`src/rtl/wallace_tree_multiplier.sv`:
```
// wallace_tree_multiplier: registered unsigned 5x5 Wallace-tree multiplier with ripple final adder
module wtm_fa (
    input  logic a,
    input  logic b,
    input  logic ci,
    output logic s,
    output logic co
);
    assign s  = a ^ b ^ ci;
    assign co = (a & b) | (ci & (a ^ b));
endmodule

module wtm_ha (
    input  logic a,
    input  logic b,
    output logic s,
    output logic co
);
    assign s  = a ^ b;
    assign co = a & b;
endmodule

module wtm_csa #(
    parameter logic [9:0] MA = '0,
    parameter logic [9:0] MB = '0,
    parameter logic [9:0] MC = '0
) (
    input  logic [9:0] a,
    input  logic [9:0] b,
    input  logic [9:0] c,
    output logic [9:0] s,
    output logic [9:0] co
);
    assign co[0] = 1'b0;
    assign s[9]  = a[9] ^ b[9] ^ c[9];
    // Masks mark columns that can hold a live bit; the cell choice per column follows them
    for (genvar j = 0; j < 9; j++) begin : g_col
        if (MA[j] && MB[j] && MC[j]) begin : g_fa
            wtm_fa u_fa (.a(a[j]), .b(b[j]), .ci(c[j]), .s(s[j]), .co(co[j+1]));
        end else if ((MA[j] && MB[j]) || (MA[j] && MC[j]) || (MB[j] && MC[j])) begin : g_ha
            logic x, y, z, hs;
            assign {x, y, z} = !MC[j] ? {a[j], b[j], c[j]} :
                               !MB[j] ? {a[j], c[j], b[j]} : {b[j], c[j], a[j]};
            wtm_ha u_ha (.a(x), .b(y), .s(hs), .co(co[j+1]));
            assign s[j] = hs ^ z;
        end else begin : g_pass
            assign s[j]    = a[j] ^ b[j] ^ c[j];
            assign co[j+1] = 1'b0;
        end
    end
endmodule

module wallace_tree_multiplier (
    input  logic       clock,
    input  logic       resetn,
    input  logic [4:0] in1,
    input  logic [4:0] in2,
    output logic [9:0] result,
    output logic       cout
);
    function automatic logic [9:0] cmask(input logic [9:0] a, input logic [9:0] b, input logic [9:0] c);
        return ((a & b) | (a & c) | (b & c)) << 1;
    endfunction
    localparam logic [9:0] M0 = 10'h01f;
    localparam logic [9:0] M1 = 10'h03e;
    localparam logic [9:0] M2 = 10'h07c;
    localparam logic [9:0] M3 = 10'h0f8;
    localparam logic [9:0] M4 = 10'h1f0;
    localparam logic [9:0] S1 = M0 | M1 | M2;
    localparam logic [9:0] C1 = cmask(M0, M1, M2);
    localparam logic [9:0] S2 = S1 | C1 | M3;
    localparam logic [9:0] C2 = cmask(S1, C1, M3);
    logic [9:0]  r [5];
    logic [9:0]  s1, c1, s2, c2, s3, c3, sum;
    logic [10:0] k;
    for (genvar i = 0; i < 5; i++) begin : g_pp
        assign r[i] = {5'b0, in1 & {5{in2[i]}}} << i;
    end
    wtm_csa #(.MA(M0), .MB(M1), .MC(M2)) u_st1 (.a(r[0]), .b(r[1]), .c(r[2]), .s(s1), .co(c1));
    wtm_csa #(.MA(S1), .MB(C1), .MC(M3)) u_st2 (.a(s1), .b(c1), .c(r[3]), .s(s2), .co(c2));
    wtm_csa #(.MA(S2), .MB(C2), .MC(M4)) u_st3 (.a(s2), .b(c2), .c(r[4]), .s(s3), .co(c3));
    assign k[0] = 1'b0;
    for (genvar j = 0; j < 10; j++) begin : g_rca
        wtm_fa u_fa (.a(s3[j]), .b(c3[j]), .ci(k[j]), .s(sum[j]), .co(k[j+1]));
    end
    always_ff @(posedge clock or negedge resetn)
        if (!resetn) {cout, result} <= '0;
        else {cout, result} <= {k[10], sum};
endmodule

```
`config.mk`:
```
export PLATFORM = sky130hd
export DESIGN_NAME = wallace_tree_multiplier
export DESIGN_NICKNAME = d
export VERILOG_FILES = /design/src/rtl/wallace_tree_multiplier.sv
export SDC_FILE = /design/constraint.sdc
export NUM_CORES = 1
export LEC_CHECK = 0
export CORE_MARGIN = 8
export CORE_UTILIZATION = 49
export DETAILED_ROUTE_END_ITERATION = 10
export GPL_TIMING_DRIVEN = 1
export PLACE_DENSITY = 0.82
export SETUP_SLACK_MARGIN = 0.5
export SLEW_MARGIN = 20
export SYNTH_ARGS = -nofsm -noshare
export SYNTH_HDL_FRONTEND = slang
export SYNTH_SLANG_ARGS = --single-unit
```
`constraint.sdc`:
```
create_clock -name clock -period 1.1 [get_ports clock]
set_clock_uncertainty 0.15 [all_clocks]
set_input_delay 0.22 -clock clock [delete_from_list [all_inputs] [get_ports clock]]
set_output_delay 0.22 -clock clock [all_outputs]
set_load 0.05 [all_outputs]
```
==> Flow_metrics.wiki, run 1 <==
{| class="wikitable"
! Metric !! Value
|-
| Starting utilization of the core area || 52.6%
|-
| Final period utilization || 344%
|-
| Post-synth design cell area || 792 um^2
|-
| Detailed Place HPWL || 1630 um
|-
| Overflow after GRT || 0
|-
| I/O pin count || 23
|-
| Number of global-route vias before repair || 809
|-
| Routed wirelength normalized by instance count || 25.4 um
|-
| Die width || 56.2 um
|-
| Final setup violation count || 18
|-
| Required time at the worst-slack endpoint || 1.16 ns
|-
| Number of placement rows || 14
|-
| Ratio of cells with drive above 1 in the final layout || 64.4%
|-
| Total count of max-transition violations in the final report || 0
|-
| Iter 0 DRT Violations || 26
|-
| Die height || 56.2 um
|-
| Summed area of non-filler cells in the final layout || 1430 um^2
|-
| CTS tree || yes
|-
| First-pass iteration count of the detailed router || 4
|-
| Area delta synth->final || 79.9%
|-
| Die area || 3160 um^2
|-
| Count of antenna diodes in the layout || 0
|-
| Count of clock tree sinks || 10
|-
| Number of synthesized register bits || 10
|-
| Largest net degree at the start of global routing || 11
|-
| All-layer global routing usage || 17.9%
|-
| Cell count after synthesis || 66
|-
| Shortest clock period the worst path allows after layout || 3.78 ns
|-
| Top-area cell type share of the netlist area || 37.9%
|-
| Arr. time, crit path || 3.84 ns
|-
| Post-synth cell types || 8
|-
| Hold Slack || 0.0978 ns
|-
| Count of antenna-violating nets left after detailed routing || 0
|-
| Dominant cell type by area after synthesis || fa_1
|-
| Synthesized area per cell || 12.0 um^2
|-
| Top area cells in the synthesized netlist || fa_1 38%, dfrtp_1 32%, and2_1 13%
|-
| Category of the worst setup path launch point || primary input
|-
| Type of destination of the critical path || flip-flop
|-
| Post-synthesis sequential area ratio || 31.6%
|-
| Core footprint || 1510 um^2
|-
| Sum of negative setup slack || -14.54 ns
|-
| Final Worst Setup Slack || -2.68 ns
|-
| PortBufs || 21
|-
| Fill cells || 37
|-
| Final design utilization || 94.6%
|-
| VDD IR-drop max || 1.39 mV
|-
| Clock transition at the registers of the reported paths || 0.08 ns
|-
| First-pass GRT wire length || 4350 um
|-
| Hold Vio Cnt, Final || 0
|-
| Flip-flop count of the largest register, all copies and words added || 10
|-
| CTS Buf Count || 3
|-
| Critical Path Fanout Max || 3
|-
| CTS root buffer || clkbuf_4
|-
| Run status || complete, but fails checks
|-
| Max Fclk || 0.264 GHz
|-
| Total length of routed wires || 3050 um
|-
| Type of the tightest min-delay check || in2async
|-
| Number of nets in the synthesized netlist || 98
|-
| Initial antenna violation count || 0
|-
| Total via count after detailed routing || 660
|-
| DRC violation count after routing || 0
|-
| CTS HTree Levels || 1
|-
| Setup repair after global routing missed its margin || yes
|-
| Number of max-cap violations || 0
|-
| DP Area || 1290 um^2
|-
| Violations in the final reports || negative setup slack
|-
| Warnings from Yosys || 0
|-
| Leakage power summed over all cells || 0.657 nW
|-
| PD cells || 1600 nW/um^2
|-
| RePlAce Congestion || 0.773
|-
| CP Class || in2reg
|-
| Longest Clk Path Bufs || 2
|-
| Final net count || 137
|-
| Via density per instance || 5.50
|}
==> timing repair <==
| item | 4_1_cts | 5_1_grt |
|---|---|---|
| setup buffers | 1 | 0 |
| cloned | 0 | 0 |
| endpoints found under the setup margin | 20 | 20 |
| resized for setup | 67 | 5 |
| pin swaps | 15 | 14 |
| hold buffers | 0 | 0 |
==> cell usage after synthesis <==
master   number
and2_1       16
fa_1         15
dfrtp_1      10
inv_1         9
nand2_1       9
ha_1          5
buf_4         1
conb_1        1
==> worst max-delay path by stage <==
stage	startpoint	endpoint	cells after the start
finish	in2[0]	result[8]	11
global route	in2[0]	result[8]	11
CTS	in2[1]	result[8]	11
detailed placement	in2[0]	result[8]	11
global placement	in2[0]	result[8]	11
floorplan	in2[0]	result[8]	10
==> metrics by stage <==
step	cells	setup WS [ns]	total power [mW]
3_5_place_dp	115	-3.38	1.85
3_3_place_gp	115	-3.30	1.80
2_1_floorplan	66	-2.62	1.17
4_1_cts	120	-2.62	2.16
6_report	120	-2.68	2.29
5_1_grt	120	-2.68	2.37
==> kinds of logic after synthesis <==
logic type / count (synthesis) / synth area share (%)
adder cells (fa/ha/maj): 20 / 45.8
AND/OR/NAND/NOR: 25 / 16.9
buffers and inverters: 10 / 5.21
other: 1 / 0.473
flip-flops: 10 / 31.6
==> report_power, final <==
part	internal [mW]	total, mW	switching, mW
combinational	0.682	1.41	0.724
clock	0.140	0.283	0.143
sequential	0.492	0.597	0.105
==> critical path, cell delays in order <==
cell	delay [ns]
buf_8	0.10
nand2_8	0.05
fa_1	0.57
inv_2	0.05
fa_1	0.49
fa_1	0.57
ha_4	0.20
fa_2	0.34
fa_2	0.37
fa_2	0.36
fa_2	0.52
==> per-layer routing <==
| layer | global-route usage (%) | up-vias | part of all wire [%] |
|---|---|---|---|
| met5 | 0 | - | 0 |
| met4 | 11.0 | 0 | 4.7 |
| met3 | 6.16 | 12 | 6.1 |
| met2 | 29.3 | 46 | 55 |
| met1 | 19.2 | 334 | 34 |
| li1 | - | 268 | - |
==> cells in the final DEF (no fill, tap or decap), drive strengths merged <==
cell type,Yosys,final
nand2,9,9
conb,1,1
dlygate4sd2,0,1
clkdlybuf4s50,0,2
ha,5,5
clkbuf,0,4
dfrtp,10,10
buf,1,32
inv,9,9
and2,16,16
fa,15,15
==> final cells by class <==
type                            instances  area, um^2  area share, %
Tap cell                               16        20.0           1.40
Timing Repair Buffer                   35         473           33.2
Inverter                                9        33.8           2.37
Sequential cell                        10         262           18.3
Clock buffer                            4        26.3           1.84
Multi-Input combinational cell         46         611           42.8
Power figures use the tool's default switching activity.
==> run 2, diff against run 1 <==
- SLEW_MARGIN: 20 -> 5
==> results of run 2 <==
The final DEF is identical to that of run 1; final timing and power are the same.
==> run 3, diff against run 2 <==
- CORE_UTILIZATION: 49 -> 30
- PLACE_DENSITY: 0.82 -> unset
- SKIP_LAST_GASP: unset -> 1
==> run 3 against run 2 <==
Effect of this change: the run still ends with negative setup slack left; routed wire length decreased by 48%; final area increased by 1.1%; die area increased by 44%; fmax increased by 6.1%; combinational power decreased by 9%; sequential power decreased by 3%; count of clock-buffer cells in the layout unchanged; via count decreased by 14%; critical path type unchanged; highest routed layer unchanged.
==> Flow_metrics.wiki, run 3 (synthesized netlist as in run 1, its figures left out) <==
{| class="wikitable"
! Metric !! Value
|-
| Run status || complete, but fails checks
|-
| Violations in the final reports || negative setup slack
|-
| Count of clock tree sinks || 10
|-
| Routed wirelength normalized by instance count || 11.6 um
|-
| Iter 0 DRT Violations || 1
|-
| Internal power consumption || 1.28 mW
|-
| Via density per instance || 4.18
|-
| Longest Clk Path Bufs || 2
|-
| RePlAce Congestion || 0.732
|-
| Count of antenna-violating nets left after detailed routing || 0
|-
| Share of total power in the clock network || 11.8%
|-
| CTS HTree Levels || 1
|-
| Starting utilization of the core area || 31.7%
|-
| First-pass iteration count of the detailed router || 2
|-
| Final design utilization || 57.7%
|-
| VDD IR-drop max || 1.29 mV
|-
| CTS root buffer || clkbuf_4
|-
| Final setup violation count || 18
|-
| Final Instance Count excl. Fillers || 136
|-
| Count of antenna diodes in the layout || 0
|-
| All-layer global routing usage || 7.72%
|-
| I/O pin count || 23
|-
| Sequential group share of total power || 27.4%
|-
| Post-placement cell count || 129
|-
| Arr. time, crit path || 3.61 ns
|-
| Final period utilization || 324%
|-
| Total count of max-transition violations in the final report || 0
|-
| PD cells || 1470 nW/um^2
|-
| Category of the worst setup path launch point || primary input
|-
| Type of the tightest min-delay check || in2async
|-
| Die width || 67.4 um
|-
| Required time at the worst-slack endpoint || 1.14 ns
|-
| Area delta synth->final || 82.0%
|-
| Shortest clock period the worst path allows after layout || 3.56 ns
|-
| Setup repair after global routing missed its margin || yes
|-
| First-pass GRT wire length || 2660 um
|-
| Ratio of cells with drive above 1 in the final layout || 65.1%
|-
| Fill cells || 215
|-
| Overflow after GRT || 0
|-
| Number of max-cap violations || 0
|-
| Sw power || 838 uW
|-
| Core footprint || 2500 um^2
|-
| DRC violation count after routing || 0
|-
| Die area || 4540 um^2
|-
| Clock transition at the registers of the reported paths || 0.06 ns
|-
| Total length of routed wires || 1580 um
|-
| Max Fclk || 0.281 GHz
|-
| Hold Vio Cnt, Final || 0
|-
| Total via count after detailed routing || 569
|-
| Initial antenna violation count || 0
|-
| Hold Slack || 0.0964 ns
|-
| Detailed Place HPWL || 1390 um
|-
| Most common library cell in the layout ignoring fill and taps || buf_4
|-
| PortBufs || 21
|-
| Final net count || 139
|-
| Power share of the combinational group || 60.8%
|-
| Area occupied by multi-input gates || 606 um^2
|-
| Critical Path Fanout Max || 3
|-
| CP Class || in2reg
|-
| Die height || 67.4 um
|-
| Type of destination of the critical path || flip-flop
|-
| Number of hold buffers added after CTS || 0
|-
| Number of global-route vias before repair || 633
|-
| Number of placement rows || 18
|-
| CTS Buf Count || 3
|-
| Largest net degree at the start of global routing || 11
|-
| FF+latch area || 262 um^2
|-
| Share of total power consumed by net switching || 39.6%
|-
| CTS tree || yes
|-
| Leakage power summed over all cells || 0.668 nW
|-
| Final Worst Setup Slack || -2.46 ns
|-
| Flip-flop count of the largest register, all copies and words added || 10
|-
| Most frequent cells in the layout || 12 x buf_4, 10 x and2_1, 10 x buf_12
|}
[run 3: layer usage]
metal / share of wire (%) / track usage [%]
met1: 40 / 8.36
met2: 52 / 13.1
met3: 6.3 / 1.16
met4: 1.7 / 6.27
met5: 0 / 0
[run 3: power by group through the flow]
stage	Sequential (mW)	Combinational [mW]	Clock, mW
2_1_floorplan	0.911	0.257	0
3_3_place_gp	0.581	1.24	0
3_5_place_dp	0.591	1.26	0
4_1_cts	0.584	1.29	0.261
5_1_grt	0.590	1.37	0.284
6_report	0.580	1.29	0.249
[run 3: repair_timing]
action,in CTS,in global routing
setup buffers,2,1
pin swaps,15,10
endpoints found under the setup margin,20,19
resized for setup,58,10
[run 3: layout make-up]
class | instances | area share, %
clock buffers | 4 | 1.82
inverters | 9 | 2.34
multi-input cells | 46 | 42.0
flip-flops and latches | 10 | 18.1
well taps | 30 | 2.60
repair buffers | 37 | 33.1
[run 3: metrics by stage]
| step | cell area (um^2) | TNS (ns) | worst slack (ns) | total power, mW |
|---|---|---|---|---|
| after floorplan | 873 | -13.44 | -2.62 | 1.17 |
| after global placement | 1310 | -19.73 | -3.31 | 1.82 |
| after detailed placement | 1310 | -20.09 | -3.37 | 1.85 |
| after CTS | 1390 | -13.55 | -2.60 | 2.14 |
| after global routing | 1440 | -13.67 | -2.53 | 2.25 |
| final | 1440 | -13.03 | -2.46 | 2.12 |
[run 3: worst paths after layout]
kind | start | to | slack [ns] | cells past startpoint
min | resetn | result[6] | 0.1 | 2
min in group clock | in1[0] | result[0] | 0.15 | 3
max in group asynchronous | resetn | result[4] | 0.55 | 2
max | in1[3] | result[8] | -2.46 | 11
[run 3: critical path: stages]
cell and delay [ns]:
buf_8 0.08, nand2_4 0.04, fa_1 0.54, inv_2 0.04, fa_1 0.52, fa_1 0.42
ha_2 0.19, fa_2 0.33, fa_2 0.34, fa_2 0.35, fa_2 0.52
